File: src/rtl/mem_stream_reader.sv
// Streams a contiguous range of a one-cycle-latency memory out as a valid/ready
// stream with a last marker, using a 2-entry return buffer and credit-based read issue.
module mem_stream_reader #(
  parameter int unsigned DW = 8,
  parameter int unsigned AW = 10,
  parameter int unsigned LW = 11
) (
  input  logic          clk,
  input  logic          rst_n,
  input  logic          clk_en,
  input  logic          start,
  input  logic [AW-1:0] base,
  input  logic [LW-1:0] len,
  output logic          busy,
  output logic          done,
  output logic          mem_rd,
  output logic [AW-1:0] mem_adr,
  input  logic [DW-1:0] mem_dat_r,
  output logic          out_vld,
  output logic [DW-1:0] out_dat,
  output logic          out_last,
  input  logic          out_rdy
);

  typedef enum logic [1:0] {IDLE, RUN, DRAIN} state_e;

  state_e        state_q, state_d;
  logic [AW-1:0] addr_q, addr_d;
  logic [LW-1:0] rem_q, rem_d;
  logic          busy_q, busy_d;
  logic          done_q, done_d;
  logic          infl_q, infl_d;
  logic          infl_last_q, infl_last_d;
  logic          head_vld_q, head_vld_d;
  logic [DW-1:0] head_dat_q, head_dat_d;
  logic          head_last_q, head_last_d;
  logic          skid_vld_q, skid_vld_d;
  logic [DW-1:0] skid_dat_q, skid_dat_d;
  logic          skid_last_q, skid_last_d;

  logic          pop_c, push_c, issue_c;
  logic [2:0]    used_c;

  // Words buffered or in flight after this cycle's pop; a read is issued only while a slot stays free.
  always_comb begin
    pop_c   = clk_en && head_vld_q && out_rdy;
    push_c  = clk_en && infl_q;
    used_c  = 3'(head_vld_q) + 3'(skid_vld_q) + 3'(infl_q) - 3'(pop_c);
    issue_c = clk_en && (state_q == RUN) && (used_c < 3'd2);
  end

  always_comb begin
    state_d     = state_q;
    addr_d      = addr_q;
    rem_d       = rem_q;
    busy_d      = busy_q;
    done_d      = done_q;
    infl_d      = infl_q;
    infl_last_d = infl_last_q;
    head_vld_d  = head_vld_q;
    head_dat_d  = head_dat_q;
    head_last_d = head_last_q;
    skid_vld_d  = skid_vld_q;
    skid_dat_d  = skid_dat_q;
    skid_last_d = skid_last_q;
    if (clk_en) begin
      done_d      = 1'b0;
      infl_d      = issue_c;
      infl_last_d = issue_c && (rem_q == LW'(1));
      if (issue_c) begin
        addr_d = addr_q + AW'(1);
        rem_d  = rem_q - LW'(1);
      end
      case (state_q)
        IDLE: begin
          if (start) begin
            if (len == '0) begin
              done_d = 1'b1;
            end else begin
              addr_d  = base;
              rem_d   = len;
              busy_d  = 1'b1;
              state_d = RUN;
            end
          end
        end
        RUN: begin
          if (issue_c && (rem_q == LW'(1))) state_d = DRAIN;
        end
        DRAIN: begin
          // The final word leaving the buffer means nothing else is buffered or in flight.
          if (pop_c && head_last_q) begin
            done_d  = 1'b1;
            busy_d  = 1'b0;
            state_d = IDLE;
          end
        end
        default: state_d = IDLE;
      endcase
      if (pop_c) begin
        if (skid_vld_q) begin
          head_dat_d  = skid_dat_q;
          head_last_d = skid_last_q;
          skid_vld_d  = 1'b0;
        end else begin
          head_vld_d  = 1'b0;
          head_last_d = 1'b0;
        end
      end
      if (push_c) begin
        if (!head_vld_d) begin
          head_vld_d  = 1'b1;
          head_dat_d  = mem_dat_r;
          head_last_d = infl_last_q;
        end else begin
          skid_vld_d  = 1'b1;
          skid_dat_d  = mem_dat_r;
          skid_last_d = infl_last_q;
        end
      end
    end
  end

  always_ff @(posedge clk or negedge rst_n) begin
    if (!rst_n) begin
      state_q     <= IDLE;
      addr_q      <= '0;
      rem_q       <= '0;
      busy_q      <= 1'b0;
      done_q      <= 1'b0;
      infl_q      <= 1'b0;
      infl_last_q <= 1'b0;
      head_vld_q  <= 1'b0;
      head_dat_q  <= '0;
      head_last_q <= 1'b0;
      skid_vld_q  <= 1'b0;
      skid_dat_q  <= '0;
      skid_last_q <= 1'b0;
    end else begin
      state_q     <= state_d;
      addr_q      <= addr_d;
      rem_q       <= rem_d;
      busy_q      <= busy_d;
      done_q      <= done_d;
      infl_q      <= infl_d;
      infl_last_q <= infl_last_d;
      head_vld_q  <= head_vld_d;
      head_dat_q  <= head_dat_d;
      head_last_q <= head_last_d;
      skid_vld_q  <= skid_vld_d;
      skid_dat_q  <= skid_dat_d;
      skid_last_q <= skid_last_d;
    end
  end

  assign mem_rd   = issue_c;
  assign mem_adr  = addr_q;
  assign busy     = busy_q;
  assign done     = done_q;
  assign out_vld  = head_vld_q;
  assign out_dat  = head_dat_q;
  assign out_last = head_last_q;

endmodule

File: config.mk
export PLATFORM = sky130hd
export DESIGN_NAME = mem_stream_reader
export DESIGN_NICKNAME = d
export VERILOG_FILES = /design/src/rtl/mem_stream_reader.sv
export SDC_FILE = /design/constraint.sdc
export NUM_CORES = 1
export LEC_CHECK = 0
export CORE_MARGIN = 8
export CORE_UTILIZATION = 25
export CTS_BUF_LIST = sky130_fd_sc_hd__clkbuf_2
export CTS_CLUSTER_DIAMETER = 50
export CTS_CLUSTER_SIZE = 30
export DETAILED_ROUTE_END_ITERATION = 8
export PLACE_DENSITY = 0.57
export SLEW_MARGIN = 20
export SYNTH_ARGS = -nofsm -noshare
export SYNTH_HDL_FRONTEND = slang
export SYNTH_SLANG_ARGS = --single-unit
File: constraint.sdc
create_clock -name clk -period 3.4 [get_ports clk]
set_input_delay 0.51 -clock clk [delete_from_list [all_inputs] [get_ports clk]]
set_output_delay 0.51 -clock clk [all_outputs]
set_load 0.01 [all_outputs]
==> reports/results.txt <==
The flow ran to the end, and the final reports show no timing, DRC or antenna violations. The detailed router finished its first iteration with 135 violations. The first global-routing pass estimated 11800 um of wire. The share of final-layout standard cells stronger than drive strength 1 came out at 14.1%. TritonCTS built the clock tree.

The clock-pin slew on the worst setup and hold paths was 0.26 ns. Before CTS, the worst setup slack after placement is 0.0794 ns. The maximum achievable frequency was 338 MHz; the sequential fraction of the synthesis area was 47.4%. The die area is 13400 um2.

The largest net degree at the start of global routing was 48. Relative to the synthesized area, the layout overhead comes to 33.6%. The slew of the pin with the lowest slew margin works out to 0.632 ns. The worst setup path is launched from a primary input. After global routing the overflow that remains totals 0. After layout, the worst path uses 87.0% of the clock period. After legalization and detailed placement, the total HPWL measured 5070 um.

The tools report the final wirelength as 7110 um. Type of the setup path with the least slack: primary input to primary output. The clock reaches the later pin of the worst-skew pair after 0.42 ns. Buffers inserted during clock tree synthesis total 5. Most used flip-flop cell after synthesis: sky130_fd_sc_hd__dfrtp_1. Row generation in the floorplan step produced 36 rows. The arrival time of data at the critical path endpoint was 2.45 ns; the share of flip-flops with an asynchronous set or reset was 100%. Yosys mapped the design onto 56 distinct sky130hd cell types. The number of flops mapped to enable cells by yosys was 0; the number of routed nets with antenna violations was 0. The worst register-to-register path has a depth of 10. The clock arrives with 0.0328 ns of skew.

From bottom edge to top edge, the die measures 116 um. Level count of the clock H-tree: 2. STA classifies the critical path endpoint as a primary output. The number of global-route vias before repair was 2266. The via-per-instance ratio came out at 5.03. The tools report the reg-to-reg endpoint as mem_adr[4].

After synthesis the netlist holds a flip-flop and latch count of 47. The finished cells cover 3320 um2. In this run the critical register-to-register path is launched from out_vld. The number of synthesis warnings was 0; the total negative slack was 0 ns. The run gives 34.1% as the final core utilization. The number of failing hold endpoints at the final stage is 0, and the placeable core region is 9730 um2.

In this run the cell area of the synthesized design comes to 2480 um2. In this run the power density over the cells is 712 nW/um2. The number of optimization iterations in the first detailed-route pass is 4. The logs give 25.5% for the initial cell density of the core and 0 for the total setup violations reported at the end of the flow. The analysis attributes to cell leakage a power of 1.34 nW. The largest fanout on the critical path is 3. Once placement finished, the instance area stood at 3220 um2.

Overall power consumption after layout is estimated at 2.36 mW. The multi-input combinational cells in the finished layout cover a total of 1210 um2. The initial antenna violation count is 0, and the register-to-register setup slack is 0.99 ns. The total number of nets in the final design was 342; the required time at the worst-slack endpoint was 2.89 ns.

Walking the worst path, the cells encountered are clkdlybuf4s50_1 > nand3_1 > inv_1 > ha_1 > inv_1 > ha_1 > a21oi_2 > mux2i_2 > inv_1 > dlymetal6s2s_1. The run gives 0.441 ns as the setup slack of the critical path after layout. The tools report the root buffer selected by CTS as sky130_fd_sc_hd__clkbuf_2.

The routed via count was 2198. The most numerous cell type found on the critical path is sky130_fd_sc_hd__inv_1. The worst vdd rail ir drop is 0.274 mV. The storage element area was 1180 um2; the net count after synthesis was 277. The final max-slew violation count was 0; the number of buffers on the longest clock path was 2. The run gives 0 as the antenna cell count. The buffers plus inverters on the worst setup path works out to 5. The slowest stage of the critical path is the sky130_fd_sc_hd__clkdlybuf4s50_1 cell.

The tool flagged a number of max-cap violations equal to 0. In this run the tightest slew margin relative to its limit is 57.7%. For this run, the total global-route usage over all layers was measured as 11.0%. The stage delay of the slowest cell on the critical path is 0.44 ns. Measured along the x axis, the die boundary spans 116 um.

The number of input and output port buffers inserted works out to 56. Fill cells in the final layout number 1038. The instance count of the mapped netlist is 238. For this run, design rule violations remaining after detail routing come to 0. The average instance in the mapped netlist occupies 10.4 um2. The tools report the start point of the critical path as out_rdy. Setup repair after global routing left no endpoint under its margin. The kind of path behind the tightest hold check was primary input to asynchronous set/reset pin. The tools report the number of clock sinks as 47. The category of cells accounting for the largest share of critical-path delay is buffers and inverters. Dividing the detail-routed wire length by the instance count gives 16.3 um. The logs give 0 for the post-cts hold buffer count and 0.812 for the routability-driven placement congestion ratio.

57 I/O pins were placed. The clock period minus final worst setup slack came out at 2.96 ns.
-- logic make-up (layout without fill, tap and decap cells) --
kind of cell | count (synthesis) | count (layout) | synth area share (%)
adder cells (fa/ha/maj) | 5 | 5 | 2.52
AO/OA/AOI/OAI | 74 | 74 | 23.6
AND/OR/NAND/NOR | 80 | 80 | 18.4
flip-flops | 47 | 47 | 47.4
buffers and inverters | 23 | 89 | 3.88
multiplexers | 9 | 9 | 4.18
-- power breakdown --
group / internal [mW] / switching (mW) / leakage (nW)
Clock: 0.121 / 0.186 / 0.0404
Sequential: 0.775 / 0.186 / 0.548
Combinational: 0.574 / 0.519 / 0.748
-- through the flow --
step / cells / hold WS (ns)
finish: 437 / 0.0502
global route: 437 / 0.00560
CTS: 433 / 0.0329
detailed placement: 425 / 0.479
global placement: 425 / 0.466
floorplan: 238 / 0.214
-- synth_stat cells (3+ instances only) --
cell / number / share of area [%]
sky130_fd_sc_hd__o22a_1: 5 / 1.8
sky130_fd_sc_hd__a211oi_1: 4 / 1.2
sky130_fd_sc_hd__and3_1: 6 / 1.5
sky130_fd_sc_hd__a311oi_1: 3 / 1.1
sky130_fd_sc_hd__o311ai_0: 7 / 2.5
sky130_fd_sc_hd__dfrtp_1: 47 / 47
sky130_fd_sc_hd__a22oi_1: 5 / 1.5
sky130_fd_sc_hd__or4_4: 3 / 1.4
sky130_fd_sc_hd__o21ai_0: 9 / 1.8
sky130_fd_sc_hd__mux2_2: 8 / 3.6
sky130_fd_sc_hd__o22ai_1: 6 / 1.5
sky130_fd_sc_hd__inv_1: 14 / 2.1
sky130_fd_sc_hd__nand3_1: 12 / 2.4
sky130_fd_sc_hd__nand2_1: 24 / 3.6
sky130_fd_sc_hd__or3_1: 4 / 1.0
sky130_fd_sc_hd__o21a_1: 5 / 1.5
sky130_fd_sc_hd__clkbuf_1: 5 / 0.76
sky130_fd_sc_hd__ha_1: 5 / 2.5
sky130_fd_sc_hd__nand4_1: 4 / 1.0
sky130_fd_sc_hd__nor2_1: 8 / 1.2
sky130_fd_sc_hd__a21oi_1: 8 / 1.6
-- cell usage in the layout (no fill, tap or decap), types with 3 or more instances in the layout --
cell type	instances
sky130_fd_sc_hd__nand2_1	24
sky130_fd_sc_hd__o22ai_1	6
sky130_fd_sc_hd__a311oi_1	3
sky130_fd_sc_hd__nor2_1	8
sky130_fd_sc_hd__a211oi_1	4
sky130_fd_sc_hd__o311ai_0	7
sky130_fd_sc_hd__o21a_1	5
sky130_fd_sc_hd__or4_4	3
sky130_fd_sc_hd__mux2_2	8
sky130_fd_sc_hd__clkdlybuf4s50_1	54
sky130_fd_sc_hd__nand4_1	4
sky130_fd_sc_hd__o21ai_0	9
sky130_fd_sc_hd__a21oi_1	7
sky130_fd_sc_hd__and3_1	6
sky130_fd_sc_hd__buf_4	12
sky130_fd_sc_hd__ha_1	5
sky130_fd_sc_hd__dfrtp_1	46
sky130_fd_sc_hd__inv_1	14
sky130_fd_sc_hd__a22oi_1	5
sky130_fd_sc_hd__clkbuf_2	5
sky130_fd_sc_hd__o22a_1	5
sky130_fd_sc_hd__nand3_1	12
sky130_fd_sc_hd__or3_1	4
-- flip-flops by register name, summed over array words and instances (netlist names) --
signal / count
busy: 1
out_vld: 1
skid_dat_q: 8
done: 1
mem_adr: 10
skid_last_q: 1
rem_q: 11
infl_q: 1
out_dat: 8
state_q: 2
skid_vld_q: 1
out_last: 1
infl_last_q: 1
-- metal layers --
layer | up-vias | routed length (um) | GRT usage, %
met5 | - | 0 | 0
met4 | 0 | 79 | 3.03
met3 | 9 | 368 | 2.71
met2 | 57 | 3360 | 17.1
met1 | 1083 | 3290 | 14.7
li1 | 1049 | - | -
-- layout make-up --
cell class | instances | area share (%)
Multi-Input combinational cell | 168 | 36.6
Sequential cell | 47 | 35.5
Timing Repair Buffer | 67 | 19.4
Tap cell | 133 | 5.02
Inverter | 14 | 1.58
Clock inverter | 3 | 1.17
Clock buffer | 5 | 0.754
-- worst register-to-register path, stage by stage, from the launching register on --
cell                      delay (ns)
sky130_fd_sc_hd__dfrtp_2        0.47
sky130_fd_sc_hd__nand3_1        0.10
sky130_fd_sc_hd__inv_1          0.06
sky130_fd_sc_hd__ha_1           0.26
sky130_fd_sc_hd__inv_1          0.03
sky130_fd_sc_hd__ha_1           0.28
sky130_fd_sc_hd__a21oi_2        0.16
sky130_fd_sc_hd__mux2i_2        0.27
sky130_fd_sc_hd__buf_4          0.31
sky130_fd_sc_hd__o21ai_0        0.15
sky130_fd_sc_hd__o221a_2        0.27
-- worst max-delay path by stage --
stage	slack (ns)	cells after the start	to
after global routing	0.32	10	mem_rd
after detailed placement	0.08	10	mem_rd
after global placement	0.05	10	mem_rd
after CTS	0.05	9	mem_rd
final	0.44	10	mem_rd
after floorplan	0.47	10	mem_rd
-- what timing repair did --
item                       4_1_cts  5_1_grt
setup endpoints to repair        0        1
buffers inserted                 0        4
gates resized for setup          0        3
No activity file was read; power rests on OpenSTA's default activity.
